[config.mk]
export PLATFORM = sky130hd
export DESIGN_NAME = im_loader_flat
export DESIGN_NICKNAME = d
export VERILOG_FILES = /design/src/rtl/riviera_pkg.sv /design/src/rtl/im_loader_if.sv /design/src/rtl/im_loader.sv /design/src/flat_wrapper.sv
export VERILOG_INCLUDE_DIRS = /design/src /design/src/rtl
export SDC_FILE = /design/constraint.sdc
export NUM_CORES = 1
export LEC_CHECK = 0
export CAP_MARGIN = 40
export CORE_MARGIN = 2
export CORE_UTILIZATION = 44
export CTS_CLUSTER_SIZE = 8
export DETAILED_ROUTE_END_ITERATION = 10
export PLACE_DENSITY = 0.79
export SLEW_MARGIN = 20
export SYNTH_ARGS = -nofsm -noshare
export SYNTH_HDL_FRONTEND = slang
export SYNTH_SLANG_ARGS = --single-unit
[constraint.sdc]
create_clock -name clk -period 2.6 [get_ports clk]
set_input_delay 0.52 -clock clk [delete_from_list [all_inputs] [get_ports clk]]
set_output_delay 0.52 -clock clk [all_outputs]
set_load 0.01 [all_outputs]
[src/rtl/defines.sv]
// Global width macros shared by the instruction-memory loader and its package.
`ifndef IM_DEFINES_SV
`define IM_DEFINES_SV
`define IM_ADDR 12
`define IM_DATA_BYTES 4
`define RNG_32 31:0
`endif

[src/rtl/riviera_pkg.sv]
// Shared types, widths and the session admission check for the IM loader.
`ifndef IM_DEFINES_SV
`include "defines.sv"
`endif

package riviera_pkg;

   localparam int IM_ADDR_W = `IM_ADDR;
   localparam int IM_BYTES  = `IM_DATA_BYTES;
   localparam int CHK_W     = `IM_ADDR + 18;

   typedef logic [`RNG_32] word_t;

   typedef enum logic [1:0] {
      ST_IDLE = 2'd0,
      ST_LOAD = 2'd1,
      ST_DONE = 2'd2,
      ST_ERR  = 2'd3
   } im_state_e;

   // Widened so base + 4*(count-1) can never wrap before the limit compare.
   function automatic logic start_ok(input logic [IM_ADDR_W-1:0] base,
                                     input logic [15:0]          count);
      logic [CHK_W-1:0] last_addr;
      logic [CHK_W-1:0] limit;
      last_addr = {18'b0, base} + ({{IM_ADDR_W{1'b0}}, count, 2'b00} - CHK_W'(4));
      limit     = CHK_W'((1 << IM_ADDR_W) - 4);
      return (base[1:0] == 2'b00) && (count != 16'd0) && (last_addr <= limit);
   endfunction

endpackage

[src/rtl/im_loader_if.sv]
// Control, stream and memory-write signals of the loader; master = host/producer side.
interface im_loader_if import riviera_pkg::*; ();

   logic                 i_start;
   logic [IM_ADDR_W-1:0] i_base_addr;
   logic [15:0]          i_word_count;
   logic                 i_abort;
   logic                 i_valid;
   word_t                i_wdata;
   logic                 o_ready;
   logic [IM_BYTES-1:0]  o_im_wen;
   logic [IM_ADDR_W-1:0] o_im_addr;
   word_t                o_im_wdata;
   logic                 o_core_rst_n;
   logic                 o_busy;
   logic                 o_done;
   logic                 o_err;

   modport master (
      output i_start, i_base_addr, i_word_count, i_abort, i_valid, i_wdata,
      input  o_ready, o_im_wen, o_im_addr, o_im_wdata, o_core_rst_n,
             o_busy, o_done, o_err
   );

   modport slave (
      input  i_start, i_base_addr, i_word_count, i_abort, i_valid, i_wdata,
      output o_ready, o_im_wen, o_im_addr, o_im_wdata, o_core_rst_n,
             o_busy, o_done, o_err
   );

endinterface

[src/rtl/im_loader.sv]
// Streams program words into instruction memory and holds the core in reset
// until a complete, in-range image has been written.
module im_loader import riviera_pkg::*; (
   input  logic        clk,
   input  logic        rst_n,
   im_loader_if.slave  bus
);

   im_state_e            state_reg, state_next;
   logic                 entry_reg;
   logic [IM_ADDR_W-1:0] addr_reg;
   logic [15:0]          cnt_reg;
   logic [IM_BYTES-1:0]  wen_reg;
   logic [IM_ADDR_W-1:0] waddr_reg;
   word_t                wdata_reg;

   logic ready;
   logic accept;
   logic start_good;

   assign start_good = start_ok(bus.i_base_addr, bus.i_word_count);

   always_ff @(posedge clk or negedge rst_n) begin
      if (!rst_n) begin
         state_reg <= ST_IDLE;
      end else begin
         state_reg <= state_next;
      end
   end

   // Abort wins over a same-cycle beat; a zero counter means the last write is
   // already on the memory port, so DONE follows one cycle after that beat.
   always_comb begin
      state_next = state_reg;
      ready      = 1'b0;
      accept     = 1'b0;
      case (state_reg)
         ST_IDLE, ST_DONE, ST_ERR: begin
            if (bus.i_start) begin
               state_next = start_good ? ST_LOAD : ST_ERR;
            end
         end
         ST_LOAD: begin
            ready = !entry_reg && (cnt_reg != 16'd0);
            if (bus.i_abort) begin
               state_next = ST_ERR;
            end else begin
               accept = ready && bus.i_valid;
               if (cnt_reg == 16'd0) begin
                  state_next = ST_DONE;
               end
            end
         end
         default: state_next = ST_IDLE;
      endcase
   end

   always_ff @(posedge clk or negedge rst_n) begin
      if (!rst_n) begin
         entry_reg <= 1'b0;
         addr_reg  <= '0;
         cnt_reg   <= '0;
         wen_reg   <= '0;
         waddr_reg <= '0;
         wdata_reg <= '0;
      end else begin
         entry_reg <= (state_next == ST_LOAD) && (state_reg != ST_LOAD);
         wen_reg   <= accept ? '1 : '0;
         if (accept) begin
            waddr_reg <= addr_reg;
            wdata_reg <= bus.i_wdata;
         end
         if ((state_reg != ST_LOAD) && bus.i_start && start_good) begin
            addr_reg <= bus.i_base_addr;
            cnt_reg  <= bus.i_word_count;
         end else if (accept) begin
            addr_reg <= addr_reg + IM_ADDR_W'(4);
            cnt_reg  <= cnt_reg - 16'd1;
         end
      end
   end

   assign bus.o_ready      = ready;
   assign bus.o_im_wen     = wen_reg;
   assign bus.o_im_addr    = waddr_reg;
   assign bus.o_im_wdata   = wdata_reg;
   assign bus.o_core_rst_n = (state_reg == ST_DONE);
   assign bus.o_busy       = (state_reg == ST_LOAD);
   assign bus.o_done       = (state_reg == ST_DONE);
   assign bus.o_err        = (state_reg == ST_ERR);

endmodule

[src/flat_wrapper.sv]
// flat-port wrapper written by rule: the top's interface ports become plain ports
module im_loader_flat import riviera_pkg::*;
  (clk, rst_n, bus_i_start, bus_i_base_addr, bus_i_word_count, bus_i_abort, bus_i_valid, bus_i_wdata, bus_o_ready, bus_o_im_wen, bus_o_im_addr, bus_o_im_wdata, bus_o_core_rst_n, bus_o_busy, bus_o_done, bus_o_err);
  im_loader_if bus_i ();
  input  logic clk;
  input  logic rst_n;
  input wire logic [$bits(bus_i.i_start)-1:0] bus_i_start;
  input wire logic [$bits(bus_i.i_base_addr)-1:0] bus_i_base_addr;
  input wire logic [$bits(bus_i.i_word_count)-1:0] bus_i_word_count;
  input wire logic [$bits(bus_i.i_abort)-1:0] bus_i_abort;
  input wire logic [$bits(bus_i.i_valid)-1:0] bus_i_valid;
  input wire logic [$bits(bus_i.i_wdata)-1:0] bus_i_wdata;
  output wire logic [$bits(bus_i.o_ready)-1:0] bus_o_ready;
  output wire logic [$bits(bus_i.o_im_wen)-1:0] bus_o_im_wen;
  output wire logic [$bits(bus_i.o_im_addr)-1:0] bus_o_im_addr;
  output wire logic [$bits(bus_i.o_im_wdata)-1:0] bus_o_im_wdata;
  output wire logic [$bits(bus_i.o_core_rst_n)-1:0] bus_o_core_rst_n;
  output wire logic [$bits(bus_i.o_busy)-1:0] bus_o_busy;
  output wire logic [$bits(bus_i.o_done)-1:0] bus_o_done;
  output wire logic [$bits(bus_i.o_err)-1:0] bus_o_err;
  assign bus_i.i_start = bus_i_start;
  assign bus_i.i_base_addr = bus_i_base_addr;
  assign bus_i.i_word_count = bus_i_word_count;
  assign bus_i.i_abort = bus_i_abort;
  assign bus_i.i_valid = bus_i_valid;
  assign bus_i.i_wdata = bus_i_wdata;
  assign bus_o_ready = bus_i.o_ready;
  assign bus_o_im_wen = bus_i.o_im_wen;
  assign bus_o_im_addr = bus_i.o_im_addr;
  assign bus_o_im_wdata = bus_i.o_im_wdata;
  assign bus_o_core_rst_n = bus_i.o_core_rst_n;
  assign bus_o_busy = bus_i.o_busy;
  assign bus_o_done = bus_i.o_done;
  assign bus_o_err = bus_i.o_err;
  im_loader u_core (.clk(clk), .rst_n(rst_n), .bus(bus_i));
endmodule
==> Flow_metrics.wiki <==
{| class="wikitable"
! Metric !! Value
|-
| Slack of the worst reg-to-reg path || -0.14 ns
|-
| Post-synthesis cell count || about 460
|-
| Fmax || ~280 MHz
|-
| Worst Tran Pin Value || approximately 0.55 ns
|-
| Fraction of power consumed by the clock network || 19.1%
|-
| Main area contributors after synthesis || sky130_fd_sc_hd__dfrtp_1 (46%), sky130_fd_sc_hd__nand2_1 (14%), sky130_fd_sc_hd__mux2_2 (5.1%)
|-
| Post-Route WL || about 13,000 µm
|-
| Final setup violating endpoints || 31
|-
| Width of the chip || between 100 and 150 µm
|-
| Slowest-stage cell, CP || sky130_fd_sc_hd__or4_4
|-
| Minimum clock period || between 3 and 4 ns
|-
| Critical R2R Capture || u_core.cnt_reg[9]
|-
| Total negative setup slack || -25.84 ns
|-
| Worst slew margin || approximately 63%
|-
| Average cell area after synthesis || 9.06 µm²
|-
| Overall power || just under 5 mW
|-
| Total standard cell area after synthesis || just over 4000 µm²
|-
| Synth warn || 0
|-
| CTS root buffer || sky130_fd_sc_hd__clkbuf_8
|-
| Worst R2R Start || u_core.cnt_reg[1]
|-
| Reported leakage power || about 3.1 nW
|-
| Part of the cycle the worst path needs || 136%
|-
| Area after DPL || roughly 6000 µm²
|-
| Hold buffers post-CTS || 0
|-
| Critical path launch point type || input pin
|-
| Number of nets in the finished design || approximately 750
|-
| Final cell area excluding filler cells || about 6600 µm²
|-
| WHS || around 0.11 ns
|-
| Async set-reset flop share out of synthesis || 100%
|-
| Routability-driven placement congestion ratio || 0.879
|-
| CTS H-Tree Depth || 3
|-
| Via density per instance || roughly 5.3
|-
| Worst Setup End Kind || flip-flop
|-
| DRT Pass-1 Iters || 5
|-
| Sequential Power Share || 38.9%
|-
| Proportion of layout cells with a drive suffix above 1 || between 20 and 30%
|-
| Number of sinks driven by the clock tree || 76
|-
| Reported max-cap violation count || 0
|-
| Clock Skews || approximately 0.009 ns
|-
| Max-slew violation count || 0
|-
| Drt drc || 0
|-
| Critical path type || input pin to flip-flop
|-
| Global-route wire length before repair || about 20,000 µm
|-
| Crit Path Max Fanout || 5
|-
| Comb power frac || about two fifths
|-
| Number of flip-flops in the largest register || 32
|-
| Clk_lat worst skew || approximately 0.35 ns
|-
| Chip height || roughly 100 µm
|-
| Data arrival time of the worst path || around 3.8 ns
|-
| Required @ worst endpoint || about 2.8 ns
|-
| Internal || roughly 3.2 mW
|-
| Flip-flop cell with the highest count after synthesis || sky130_fd_sc_hd__dfrtp_1
|-
| Syn-to-layout area delta || 59.2%
|-
| Average detailed-routed wire length per instance || 16.0 µm
|-
| Type of the worst min-delay path || input pin to asynchronous set/reset pin
|-
| Count of input and output buffers || around 120
|-
| Placement row count || 35
|-
| Worst Setup SP || bus_i_word_count[3]
|-
| Routed via count || just over 4,000
|-
| Via count of the first global-routing pass || roughly 4,100
|-
| Combined global-route utilization of all metal layers || between 20% and 30%
|-
| Commonest non-fill, non-tap cell in the layout || sky130_fd_sc_hd__nand2_1
|-
| Area fraction of the dominant cell type after synthesis || between 40% and 50%
|-
| Post-synth cell types || 48
|-
| Switching power as a share of total power || 34.3%
|-
| Antenna diode count || 0
|-
| Die Footprint || just over 10,000 µm²
|-
| Unrepaired setup endpoints after global routing || true
|-
| Highest cell delay on the worst timing path || around 0.57 ns
|-
| Number of enable-type register cells in the synthesized netlist || 0
|-
| Effective utilization at floorplan || roughly 45%
|-
| Violation count after the first detailed-routing iteration || 183
|-
| TritonCTS clock tree || built
|-
| HPWL reported at the end of detailed placement || 8420 µm
|-
| Cells on worst reg2reg path || 11
|-
| Violated checks || negative setup slack
|-
| Maximum clock insertion buffer count || 2
|-
| Outcome || finished with violations
|-
| Largest net degree at the start of global routing || between 40 and 50
|-
| Critical Path, Cell by Cell || buf_6 -> or4_4 -> nor2_4 -> xor2_1 -> ha_1 -> o21a_1 -> o2111ai_1 -> a31oi_1 -> o21ai_2 -> nor3b_1 -> a31oi_1 -> nor4_4 -> buf_6 -> buf_16 -> buf_8 -> mux2_4
|-
| Psw || 1.66 mW
|-
| Area of the core || roughly 9200 µm²
|-
| Share of the yosys chip area belonging to registers || between 40% and 50%
|-
| Worst setup margin || -0.934 ns
|-
| Number of antenna violations at the first check in global routing || 0
|-
| Last element of the critical path || u_core.cnt_reg[10]
|-
| Count of nets left with antenna violations after detail routing || 0
|-
| Nets in the synthesized netlist || 540
|-
| Yosys reg bits || 76
|-
| Total overflow reported by the global router || 0
|-
| CTS clock-pin slew for the worst setup and hold paths || ~0.09 ns
|-
| Cell taking the most area after synthesis || sky130_fd_sc_hd__dfrtp_1
|-
| Number of buffers created by CTS || 9
|-
| Count of boundary I/O pins || 118
|-
| Most frequent cells in the layout || sky130_fd_sc_hd__nand2_1 (155), sky130_fd_sc_hd__clkdlybuf4s50_1 (107), sky130_fd_sc_hd__buf_4 (85)
|-
| Final hold vios || 0
|-
| Power density relative to cell area || about 730 nW/µm²
|-
| IR drop worst, VDD || between 0.3 and 0.4 mV
|}
==> power groups by stage <==
stage	registers (mW)	clock network, mW	logic (mW)
3_5_place_dp	1.87	0	1.83
4_1_cts	1.86	0.931	1.94
3_3_place_gp	1.84	0	1.76
2_1_floorplan	1.97	0	0.692
6_report	1.88	0.923	2.03
5_1_grt	1.92	0.996	2.19
==> critical path, delay by kind of cell <==
| kind | cells | cell delay, ns |
|---|---|---|
| xor+xnor | 1 | 0.16 |
| compound gates | 5 | 0.85 |
| mux | 1 | 0.30 |
| fa+ha+maj | 1 | 0.28 |
| buf+inv | 4 | 0.50 |
| simple gates | 4 | 1.15 |
==> kinds of logic (layout without fill, tap and decap cells) <==
family                     after synthesis  count (layout)  share of synthesized area [%]
AOI/OAI and AO/OA                       37              37                           5.75
xor gates and xnor gates                35              35                           7.37
adders and majority gates               16              16                           5.00
buffers and inverters                   32             245                           3.61
DFF                                     76              76                           45.7
muxes                                   28              28                           7.31
and+or+nand+nor                        235             235                           25.2
==> cell usage after synthesis (all sizes together) (10+ instances only) <==
| cell type | instances |
|---|---|
| nor3 | 10 |
| ha | 15 |
| xnor2 | 21 |
| buf | 11 |
| xor2 | 14 |
| o21ai | 11 |
| nor2 | 21 |
| nand2 | 155 |
| mux2 | 19 |
| dfrtp | 76 |
| nand3 | 13 |
| inv | 13 |
==> metrics by stage <==
step	worst slack, ns	instances	util, %
2_1_floorplan	-1.17	459	-
4_1_cts	-1.02	772	70.7
6_report	-0.934	783	72.0
3_3_place_gp	-1.42	739	65.0
5_1_grt	-1.08	783	72.0
3_5_place_dp	-1.57	740	65.2
==> what timing repair did <==
item,CTS,global route
cloned,2,0
pin swaps,19,22
setup endpoints to repair,31,52
resized for setup,63,20
setup buffers,16,17
==> per-layer routing <==
metal	part of all wire [%]	vias to the layer above	GRT usage (%)
met3	5.6	21	3.86
li1	-	1949	-
met5	0	-	0
met2	50	151	42.1
met4	1.8	0	8.52
met1	43	1993	31.1
==> layout make-up <==
class / count / area (µm²)
fill: 674 / 2580
multi-input combinational: 351 / 2330
timing repair buffer: 216 / 2000
inverter: 13 / 51.3
clock buffer: 10 / 128
tap: 111 / 139
clock inverter: 6 / 71.3
sequential: 76 / 1900
==> worst min path at each step <==
stage	to	slack, ns	cells past startpoint
CTS	u_core.bus.o_im_wdata[4]	0.12	1
floorplan	u_core.addr_reg[0]	0.22	0
detailed placement	u_core.bus.o_im_addr[0]	0.46	2
global route	u_core.bus.o_im_wdata[0]	0.14	1
global placement	u_core.bus.o_im_addr[1]	0.45	2
finish	u_core.bus.o_im_wdata[0]	0.11	1
Power figures use the tool's default switching activity.
